==> src/rtl/lfsr_bmc_transmitter.sv <==
// lfsr_bmc_transmitter
//   Generates the 17-bit LFSR bit sequence for a given polynomial and seed and
//   drives it Biphase-Mark-Coded on data_out, one bit every BIT_CLKS clocks.
//   A free-running timestamp counter is captured in the first bit cycle of
//   each frame so loopback benches get known (polynomial, iteration, time) data.
//
//   state   | meaning
//   --------+---------------------------------------------------------------
//   IDLE    | line quiet, ready=1, waiting for start
//   SEND    | frame on the line, envelope=1
//   END     | one cycle after the last bit, done pulse, ready=1
//
// Ports
//   clk_96MHz    in   system clock
//   reset        in   synchronous active-high reset
//   start        in   frame request, taken when ready=1
//   abort        in   stop the frame in progress, no done pulse
//   polynomial   in   LFSR taps, sampled on accept
//   start_data   in   LFSR seed, sampled on accept
//   length       in   number of bits to send, sampled on accept
//   ready        out  start will be accepted
//   envelope     out  high while a frame is on the line
//   data_out     out  BMC line
//   lfsr_state   out  LFSR state generating the current bit
//   iteration    out  index of the current bit
//   ts_first_bit out  timestamp in the first bit cycle of the last frame
//   done         out  1-cycle pulse, frame completed (or zero-length frame)
//   error        out  1-cycle pulse, start rejected (zero seed or polynomial)
module lfsr_bmc_transmitter #(
    parameter int BIT_CLKS = 16,
    parameter int TS_WIDTH = 24
) (
    input  logic                clk_96MHz,
    input  logic                reset,
    input  logic                start,
    input  logic                abort,
    input  logic [16:0]         polynomial,
    input  logic [16:0]         start_data,
    input  logic [16:0]         length,
    output logic                ready,
    output logic                envelope,
    output logic                data_out,
    output logic [16:0]         lfsr_state,
    output logic [16:0]         iteration,
    output logic [TS_WIDTH-1:0] ts_first_bit,
    output logic                done,
    output logic                error
);

    localparam int CW = $clog2(BIT_CLKS);
    localparam logic [CW-1:0] CLK_LAST = CW'(BIT_CLKS - 1);
    localparam logic [CW-1:0] CLK_HALF = CW'(BIT_CLKS / 2);

    typedef enum logic [1:0] {ST_IDLE, ST_SEND, ST_END} state_t;

    state_t              state, state_next;
    logic [16:0]         poly_q;
    logic [16:0]         bits_left;
    logic [CW-1:0]       clk_cnt;
    logic [TS_WIDTH-1:0] ts_cnt;
    logic [16:0]         lfsr_next;

    logic accept, reject, empty, bit_end, frame_end, half_toggle, do_abort;

    assign lfsr_next = {1'b0, lfsr_state[16:1]} ^ (lfsr_state[0] ? poly_q : 17'h0);

    always_comb begin
        state_next  = state;
        accept      = 1'b0;
        reject      = 1'b0;
        empty       = 1'b0;
        bit_end     = 1'b0;
        frame_end   = 1'b0;
        half_toggle = 1'b0;
        do_abort    = 1'b0;
        case (state)
            ST_IDLE, ST_END: begin
                state_next = ST_IDLE;
                if (start) begin
                    if (polynomial == 17'h0 || start_data == 17'h0) begin
                        reject = 1'b1;
                    end else if (length == 17'h0) begin
                        empty = 1'b1;
                    end else begin
                        accept     = 1'b1;
                        state_next = ST_SEND;
                    end
                end
            end
            ST_SEND: begin
                if (abort) begin
                    do_abort   = 1'b1;
                    state_next = ST_IDLE;
                end else if (clk_cnt == '0) begin
                    // bits_left counts the bits still to go after the current one
                    if (bits_left == 17'h0) begin
                        frame_end  = 1'b1;
                        state_next = ST_END;
                    end else begin
                        bit_end = 1'b1;
                    end
                end else begin
                    // mid-bit transition encodes a one
                    half_toggle = (clk_cnt == CLK_HALF) && lfsr_state[0];
                end
            end
            default: state_next = ST_IDLE;
        endcase
        ready    = (state != ST_SEND);
        envelope = (state == ST_SEND);
    end

    always_ff @(posedge clk_96MHz) begin
        if (reset) begin
            state        <= ST_IDLE;
            poly_q       <= 17'h0;
            bits_left    <= 17'h0;
            clk_cnt      <= '0;
            ts_cnt       <= '0;
            ts_first_bit <= '0;
            lfsr_state   <= 17'h0;
            iteration    <= 17'h0;
            data_out     <= 1'b0;
            done         <= 1'b0;
            error        <= 1'b0;
        end else begin
            state  <= state_next;
            ts_cnt <= ts_cnt + TS_WIDTH'(1);
            done   <= empty | frame_end;
            error  <= reject;
            if (accept) begin
                poly_q       <= polynomial;
                lfsr_state   <= start_data;
                iteration    <= 17'h0;
                bits_left    <= length - 17'd1;
                clk_cnt      <= CLK_LAST;
                data_out     <= 1'b1;
                // value the counter will hold in the first bit cycle
                ts_first_bit <= ts_cnt + TS_WIDTH'(1);
            end
            if (do_abort || frame_end) begin
                data_out <= 1'b0;
            end
            if (bit_end) begin
                lfsr_state <= lfsr_next;
                iteration  <= iteration + 17'd1;
                bits_left  <= bits_left - 17'd1;
                clk_cnt    <= CLK_LAST;
                data_out   <= ~data_out;
            end
            if (state == ST_SEND && !abort && clk_cnt != '0) begin
                clk_cnt <= clk_cnt - CW'(1);
            end
            if (half_toggle) begin
                data_out <= ~data_out;
            end
        end
    end

endmodule
==> config.mk <==
export PLATFORM = sky130hd
export DESIGN_NAME = lfsr_bmc_transmitter
export DESIGN_NICKNAME = d
export VERILOG_FILES = /design/src/rtl/lfsr_bmc_transmitter.sv
export SDC_FILE = /design/constraint.sdc
export NUM_CORES = 1
export LEC_CHECK = 0
export CAP_MARGIN = 20
export CORE_UTILIZATION = 63
export DETAILED_ROUTE_END_ITERATION = 8
export DONT_BUFFER_PORTS = 1
export GPL_TIMING_DRIVEN = 0
export PLACE_DENSITY_LB_ADDON = 0.12
export SLEW_MARGIN = 20
export SYNTH_ARGS = -nofsm -noshare
export SYNTH_HDL_FRONTEND = slang
export SYNTH_SLANG_ARGS = --single-unit
==> constraint.sdc <==
create_clock -name clk_96MHz -period 4.2 [get_ports clk_96MHz]
set_input_delay 0.42 -clock clk_96MHz [delete_from_list [all_inputs] [get_ports clk_96MHz]]
set_output_delay 0.42 -clock clk_96MHz [all_outputs]
set_load 0.02 [all_outputs]
### Word level (Yosys, flattened, before mapping)

Cells that the tools add are included.
W data, S select, Z words.

| word-level totals | value |
|---|---|
| flip-flop bits (word level) | 125 |
| bits in latches | 0 |
| memory bits (writable) | 0 |
| bits in read-only memories | 0 |
| input port bits | 55 |
| output and inout bits | 63 |
| logic and storage cells | 89 |
| memories | 0 |

| operators by class | value |
|---|---|
| $add $sub $neg | 5 |
| multipliers | 0 |
| div/mod/pow operators | 0 |
| magnitude comparators | 0 |
| equality and inequality tests | 6 |
| shift-type cells | 0 |
| muxes and demuxes | 43 |
| bitwise gates (word level) | 5 |
| reduce and logical (&&, ||, !) cells | 19 |

Operators with widths:

| kind | number |
|---|---|
| $mux W17 | 7 |
| $logic_not A17 Y1 | 4 |
| $sub A17 B1 Y17 const B | 2 |
| $mux W1 | 29 |
| $add A24 B1 Y24 const B | 1 |
| $add A17 B1 Y17 const B | 1 |
| $xor A16 B17 Y17 | 1 |
| $mux W4 | 3 |
| $reduce_bool A4 Y1 | 2 |
| $mux W2 | 3 |
| $ne A3 B2 Y1 const B | 2 |
| $eq A4 B4 Y1 const B | 1 |
| $logic_not A4 Y1 | 1 |
| $pmux W2 S2 | 1 |
| $sub A4 B1 Y4 const B | 1 |
| $logic_and A1 B1 Y1 | 3 |
| $not A1 Y1 | 3 |
| $reduce_bool A3 Y1 | 1 |
| $reduce_or A3 Y1 | 1 |
| $eq A2 B1 Y1 const B | 1 |
| $eq A2 B2 Y1 const B | 1 |
| $logic_not A2 Y1 | 1 |
| $logic_or A1 B1 Y1 | 2 |
| $ne A2 B1 Y1 const B | 1 |
| 5 further kinds | 5 |

### Longest topological paths before layout

Gate-level depths: netlist of the first run.

| depth | value |
|---|---|
| word-level depth | 9 |
| gate-level depth with buffers | 17 |
| gate-level depth less buffers | 14 |

### Worst setup path after synthesis of the first run

No wires, ideal clock.

| path | value |
|---|---|
| path type | register to register |
| start point | reg clk_cnt[0] |
| end point | reg bits_left[16] |
| arrival | 3.693 ns |
| setup slack | 0.427 ns |
| stages on the path, launching flop included | 18 |
| buffers on the path | 3 |
| period minus slack after synthesis | 3.773 ns |
| cell sequence | dfxtp_1 -> inv_1 -> ha_1 -> or3b_2 -> nor2_4 -> o21ai_2 -> buf_6 -> buf_4 -> buf_2 -> mux2i_1 -> ha_1 -> or3b_1 -> nor3_1 -> nand2_1 -> nor2_4 -> a2111oi_0 -> a311o_1 -> a211oi_2 |

| between the ends | value |
|---|---|
| longest elaborated chain between the ends | 5 |
| elaborated cells between the ends (all ways) | 6 |
| classes of those cells | mux: 4; reduce/logical: 2 |

RTL lines:

| item | RTL line | text |
|---|---|---|
| start: declaration | 59 | `logic [CW-1:0] clk_cnt;` |
| start signal: assignment | 152 | `clk_cnt <= clk_cnt - CW'(1);` |
| $logic_not A4 Y1 * | 94 | `end else if (clk_cnt == '0) begin` |
| $mux W1 * | 94 |  |
| $mux W1 * | 91 | `if (abort) begin` |
| $mux W1 * | 76 | `case (state)` |
| $mux W17 / $reduce_bool A2 Y1 (equally long branches) | n/a |  |
| end signal: assignment | 135 | `bits_left <= length - 17'd1;` |
| end signal: assignment | 147 | `bits_left <= bits_left - 17'd1;` |
| end: declaration | 58 | `logic [16:0] bits_left;` |

Mark *: on every way between the ends. The rest lies on a longest branch, timed or not.
A chain may end at the register's enable or synchronous reset.

### Worst setup path in the final report of the first run

| path | value |
|---|---|
| start point | reg bits_left[0] |
| end point | reg bits_left[16] |

| between the ends | value |
|---|---|
| longest elaborated chain between the ends | 6 |
| elaborated cells between the ends (all ways) | 8 |
| classes of those cells | add/sub: 1; mux: 5; reduce/logical: 2 |

RTL lines:

| item |
|---|
| parallel branches: the longest is 6 deep, another holds $sub A17 B1 Y17 |

Several ways; the timed one is not identified.

==> flow_summary.toml, run 1 <==
[run_status]
status = "complete, no violations"

[cells_and_area]
final_cells = 902
fillerInstances = 715
finalNetCount = 820
area_growth_pct = 13.5
antenna_cells = 0
drive_above_1_share = 0.107
final_core_util = 0.736

[sta]
setup_viol = 0
min_period_over_period = 0.962
fmax_ghz = 0.248
setup_tns_ns = 0
worst_pin_slew_ns = 0.713
slew_headroom = 0.525
period_minus_slack_ns = 4.04
fin_skew_ns = 0.0113
timing.hold.ws_ns = 0.00837
final_hold_viol_count = 0
slew_violations = 0

[die]
start_util = 0.648
die_h_um = 99.5
rows = 35
ios = 118
coreArea_sq_um = 9240
fp.dieW_um = 99.5
fp.dieArea_sq_um = 9900

[grt]
grt_overflow = 0
grt_max_degree = 17
grt_usage = 0.360
grt_pass1_vias = 5671
antenna_found_initial = 0
grt_pass1_wl_mm = 27.8

[synth]
avgSynthCellArea_sq_um = 8.13
syn_nets = 797
syn_inst = 737
yosys_warnings = 0
ys_seq_elements = 125
synth_flop_cell = "dfxtp_1"
ys_seq_area_frac = 0.418
synth_area_sq_um = 5990
synth.distinct_cells = 60
synth_edf_count = 0
async_flop_share = 0

[power_and_ir_drop]
ir_drop_v = 0.000287
power.density_nw_per_um2 = 454
p_comb_frac = 0.096
leakage_uw = 0.00238
pwr-share-clk = 0.470
pwr-share-seq = 0.433
p_int_uw = 2170
sw_frac_of_total = 0.296
switching_power_uw = 911

[placement]
place.gp.congestion = 0.974
dp_hpwl_mm = 11.9
port_buffers = 0
place_inst = 866

[cts]
cts_buffers = 17
cts-root-buf = "clkbuf_8"
clockBufferDepth = 2
clock_latency_ns = 0.53
cts.clk_slew.worst_paths_ns = 0.07
htree_levels = 4
cts_tree = "yes"
clock-sinks = 125
holdBufCountCts = 0

[worst_hold_path]
hold_path_class = "in -> reg"
hp-start = "length[6]"
min_to = "bits_left[6]$_SDFFE_PP0P_"
whs_path_depth = 1

[setup_path]
crit_buf_inv = 3
path_cells = "nor4_1, nand2_2, o21ai_2, buf_6, buf_4, clkbuf_4, mux2i_1, ha_2, or3b_4, nor3_4, nand2_2, nor2_4, a2111oi_0, a311o_1, a211oi_2"
rr_endpoint = "bits_left[16]$_SDFFE_PP0P_"
worstPathMaxFanout = 10
crit_arrival_ns = 4.48
cpMostUsedCell = "nand2_2"
max_stage_delay_ns = 0.44
crit_path_end_kind = "flop"
reg2reg_from = "bits_left[0]$_SDFFE_PP0P_"
start_kind = "flop"
reg2reg_depth = 15
r2r_slack_ns = 0.16
crit_family = "simple AND/OR/NAND/NOR gates"
criticalPathCategory = "reg -> reg"
slowest_stage = "nor4_1"
critPathRequiredTime_ns = 4.64

[routing]
ant_nets = 0
wl_per_cell_um = 19.1
drc_errors = 0
finalWirelength_mm = 17.2
viasPerCell = 6.35
dr_total_vias = 5732
drtIter0Drc = 512
dr.pass1.iters = 7

[flow_run]
max_cap_violations = 0
==> how the worst max path moves through the flow <==
stage	startpoint	end	slack [ns]	depth (start not counted)
floorplan	clk_cnt[0]$_SDFFE_PP0P_	bits_left[16]$_SDFFE_PP0P_	0.43	17
global placement	bits_left[8]$_SDFFE_PP0P_	bits_left[16]$_SDFFE_PP0P_	-0.16	15
detailed placement	bits_left[8]$_SDFFE_PP0P_	bits_left[16]$_SDFFE_PP0P_	-0.22	15
CTS	clk_cnt[0]$_SDFFE_PP0P_	bits_left[16]$_SDFFE_PP0P_	0.03	17
global route	bits_left[0]$_SDFFE_PP0P_	bits_left[16]$_SDFFE_PP0P_	-0.003	15
finish	bits_left[0]$_SDFFE_PP0P_	bits_left[16]$_SDFFE_PP0P_	0.16	15
==> power groups by stage <==
| stage | clock [uW] | combinational, uW | sequential (uW) |
|---|---|---|---|
| global route | 1510 | 328 | 1340 |
| floorplan | 0 | 214 | 1340 |
| global placement | 0 | 270 | 1360 |
| detailed placement | 0 | 279 | 1360 |
| finish | 1450 | 297 | 1340 |
| CTS | 1440 | 284 | 1330 |
==> cell usage in the layout, fill, tap and decap left out, types with 13 or more instances in the layout <==
cell type,Yosys,final
nor4_1,15,14
o21ai_0,17,17
nand3_1,24,24
buf_2,14,13
a211oi_1,27,27
xor2_1,30,30
dfxtp_1,125,125
clkbuf_16,0,16
nand2_1,85,83
nor3_1,29,27
clkbuf_1,25,25
a221oi_1,16,16
a21oi_1,40,40
nor2_1,130,130
==> per-stage QoR <==
step           cell area [sq um]  setup WS, ns  total power [uW]
4_1_cts                     6740        0.0278              3060
2_1_floorplan               5990         0.427              1560
5_1_grt                     6800      -0.00300              3180
6_report                    6800         0.161              3080
3_5_place_dp                6150        -0.225              1640
3_3_place_gp                6150        -0.158              1630
==> kinds of logic (layout without fill, tap and decap cells) <==
logic type	Yosys count	in the layout	share of synthesized area
compound gates	148	148	0.173
xor+xnor	42	42	0.0614
fa+ha+maj	5	5	0.0104
buf+inv	59	95	0.0462
flops	125	125	0.418
mux	8	8	0.0142
simple gates	350	350	0.277
==> timing repair <==
action                                  in CTS  in global routing
gates resized for setup                      3                  7
endpoints found under the hold margin        0                  0
endpoints found under the setup margin       5                  5
pin swaps                                    0                  3
setup buffers                                0                  4
==> synthesized netlist by cell type, types with 4 or more instances <==
| master | n | area [sq um] |
|---|---|---|
| nor3_1 | 29 | 145 |
| a211oi_1 | 27 | 203 |
| o21ai_0 | 17 | 85.1 |
| a31oi_1 | 5 | 31.3 |
| nand3_1 | 24 | 120 |
| a221oi_1 | 16 | 140 |
| inv_1 | 11 | 41.3 |
| nand2b_1 | 6 | 37.5 |
| ha_1 | 5 | 62.6 |
| xnor2_1 | 12 | 105 |
| nand4_1 | 11 | 68.8 |
| a311oi_1 | 8 | 70.1 |
| nor4_1 | 15 | 93.8 |
| nand3b_1 | 5 | 37.5 |
| a21oi_1 | 40 | 200 |
| o211ai_1 | 4 | 30.0 |
| nor2_1 | 130 | 488 |
| mux2_2 | 4 | 45.0 |
| or3_1 | 11 | 68.8 |
| dfxtp_1 | 125 | 2500 |
| clkbuf_1 | 25 | 93.8 |
| nor3b_1 | 5 | 37.5 |
| buf_2 | 14 | 70.1 |
| xor2_1 | 30 | 263 |
| nand2_1 | 85 | 319 |
| and3_1 | 8 | 50.1 |
| a32oi_1 | 5 | 43.8 |
| mux2i_1 | 4 | 40.0 |
| o31ai_1 | 5 | 37.5 |
| buf_4 | 4 | 30.0 |
==> worst register-to-register path, delay by kind of cell (launching register included) <==
kind	cells	cell delay [ns]
adders and majority gates	1	0.23
buffers and inverters	3	0.68
DFF	1	0.34
muxes	1	0.22
AOI/OAI and AO/OA	4	0.86
and+or+nand+nor	6	1.64
==> layout make-up <==
type	instances	area, sq um	share of cell area
Timing Repair Buffer	4	30.0	0.00442
Clock buffer	17	414	0.0609
Tap cell	129	161	0.0237
Inverter	11	41.3	0.00608
Buffer	48	238	0.0350
Clock inverter	15	163	0.0239
Sequential cell	125	2500	0.368
Multi-Input combinational cell	553	3250	0.478
==> flip-flops by register name (all words and copies together), names as in the netlist <==
register and flops:
ts_first_bit 24, error 1, bits_left 17, done 1, data_out 1, state 2, iteration 17, ts_cnt 24
clk_cnt 4, lfsr_state 17, poly_q 17
==> routing by layer <==
metal	GRT usage	share of wire	vias to the layer above
li1	-	-	2688
met1	0.430	0.39	2688
met2	0.581	0.49	319
met3	0.132	0.10	37
met4	0.162	0.022	0
met5	0	0	-
No activity file was read; power rests on OpenSTA's default activity.
==> run 2: changes to the inputs <==
==> constraint.sdc (replaced) <==
create_clock -name clk_96MHz -period 3.8 [get_ports clk_96MHz]
set_input_delay 0.38 -clock clk_96MHz [delete_from_list [all_inputs] [get_ports clk_96MHz]]
set_output_delay 0.38 -clock clk_96MHz [all_outputs]
set_load 0.01 [all_outputs]
==> flow_summary.toml, run 2 (synthesized netlist as in run 1, its figures left out) <==
[cells_and_area]
finalNetCount = 839
antenna_cells = 0
fillerInstances = 677
reg.largest.list = "ts_cnt x24, ts_first_bit x24"
area_growth_pct = 17.2
multi_input_area_sq_um = 3280
final_cells = 921
final_core_util = 0.760
register_area_sq_um = 2500
final_common_cell = "nor2_1"
final_cell_mix = "nor2_1 (130), dfxtp_1 (125), nand2_1 (84), a21oi_1 (40), xor2_1 (30)"
drive_above_1_share = 0.114

[routing]
viasPerCell = 6.42
dr_total_vias = 5910
drc_errors = 0
wl_per_cell_um = 19.1
dr.pass1.iters = 5
ant_nets = 0
finalWirelength_mm = 17.6
drtIter0Drc = 530

[cts]
clock-sinks = 125
cts_tree = "yes"
htree_levels = 4
clockBufferDepth = 2
cts.clk_slew.worst_paths_ns = 0.06
cts-root-buf = "clkbuf_8"
cts_buffers = 17
clock_latency_ns = 0.53

[setup_path]
cpMostUsedCell = "buf_6"
crit_path_end_kind = "flop"
reg2reg_from = "clk_cnt[0]$_SDFFE_PP0P_"
path_cells = "inv_1, ha_1, or3b_4, nor2_4, o21ai_2, buf_6, buf_6, buf_6, mux2i_2, ha_2, or3b_4, nor3_4, nand2_2, nor2_4, a2111oi_0, a311o_1, a211oi_2"
critPathRequiredTime_ns = 4.24
crit_arrival_ns = 4.09
crit_buf_inv = 4
slowest_stage = "or3b_4"
max_stage_delay_ns = 0.42
reg2reg_depth = 17
worstPathMaxFanout = 10
start_kind = "flop"
crit_start = "clk_cnt[0]$_SDFFE_PP0P_"
crit_family = "simple AND/OR/NAND/NOR gates"
crit_cells = 17
criticalPathCategory = "reg -> reg"

[worst_hold_path]
hold_path_class = "in -> reg"
whs_path_depth = 2
hp-start = "polynomial[3]"

[placement]
dp_hpwl_mm = 11.9
place_inst = 866
port_buffers = 0
place.gp.congestion = 0.974

[grt]
antenna_found_initial = 0
grt_usage = 0.368
grt_max_degree = 17
grt_pass1_vias = 5826
grt_pass1_wl_mm = 28.5
grt_overflow = 0

[sta]
period_minus_slack_ns = 3.66
fin_skew_ns = 0.0124
min_period_over_period = 0.962
slew_headroom = 0.552
rsz0062_at_grt = "no"
worst_pin_slew_ns = 0.672
setup_viol = 0
final_hold_viol_count = 0
slew_violations = 0
fmax_ghz = 0.273
timing.hold.ws_ns = 0.0179

[power_and_ir_drop]
ir_drop_v = 0.000314
leakage_uw = 0.00246
fin_total_pwr_uw = 3400
power.density_nw_per_um2 = 485

[die]
fp.dieW_um = 99.5
ios = 118
die_h_um = 99.5
rows = 35
fp.dieArea_sq_um = 9900
start_util = 0.648
coreArea_sq_um = 9240

[run_status]
status = "complete, no violations"

[flow_run]
max_cap_violations = 0
==> run 2: per-layer routing <==
metal | track usage | part of all wire
met1 | 0.439 | 0.38
met2 | 0.599 | 0.48
met3 | 0.126 | 0.10
met4 | 0.172 | 0.030
met5 | 0 | 0
==> run 2: cell type report <==
cell class              count  share of cell area
inverters                  11             0.00588
multi-input cells         553               0.467
clock inverters            15              0.0232
well taps                 129              0.0230
clock buffers              17              0.0590
repair buffers             23              0.0303
flip-flops and latches    125               0.357
plain buffers              48              0.0349
==> run 2: worst paths after layout <==
| path | to | slack [ns] |
|---|---|---|
| max | bits_left[16]$_SDFFE_PP0P_ | 0.14 |
| min | poly_q[3]$_SDFFE_PP0P_ | 0.02 |
| max reg2reg | bits_left[16]$_SDFFE_PP0P_ | 0.14 |
| min reg2reg | poly_q[13]$_SDFFE_PP0P_ | 0.46 |
==> run 2: metrics by stage <==
stage               setup slack (ns)  area [sq um]  TNS (ns)
global placement              -0.558          6150     -2.03
detailed placement            -0.625          6150     -2.66
global route                  0.0126          7020         0
finish                         0.143          7020         0
CTS                           0.0293          6960         0
floorplan                     0.0274          5990         0
==> run 2: what timing repair did <==
action                                  CTS  global route
pin swaps                                 4             8
endpoints found under the hold margin    16             0
endpoints found under the setup margin    6             6
hold buffers                             16             0
resized for setup                         8            11
buffers inserted                          6             1
==> run 2: power by group <==
part / internal [uW] / switching, uW / total [uW]
clock network: 904 / 693 / 1600
logic: 139 / 213 / 352
registers: 1370 / 80.0 / 1450
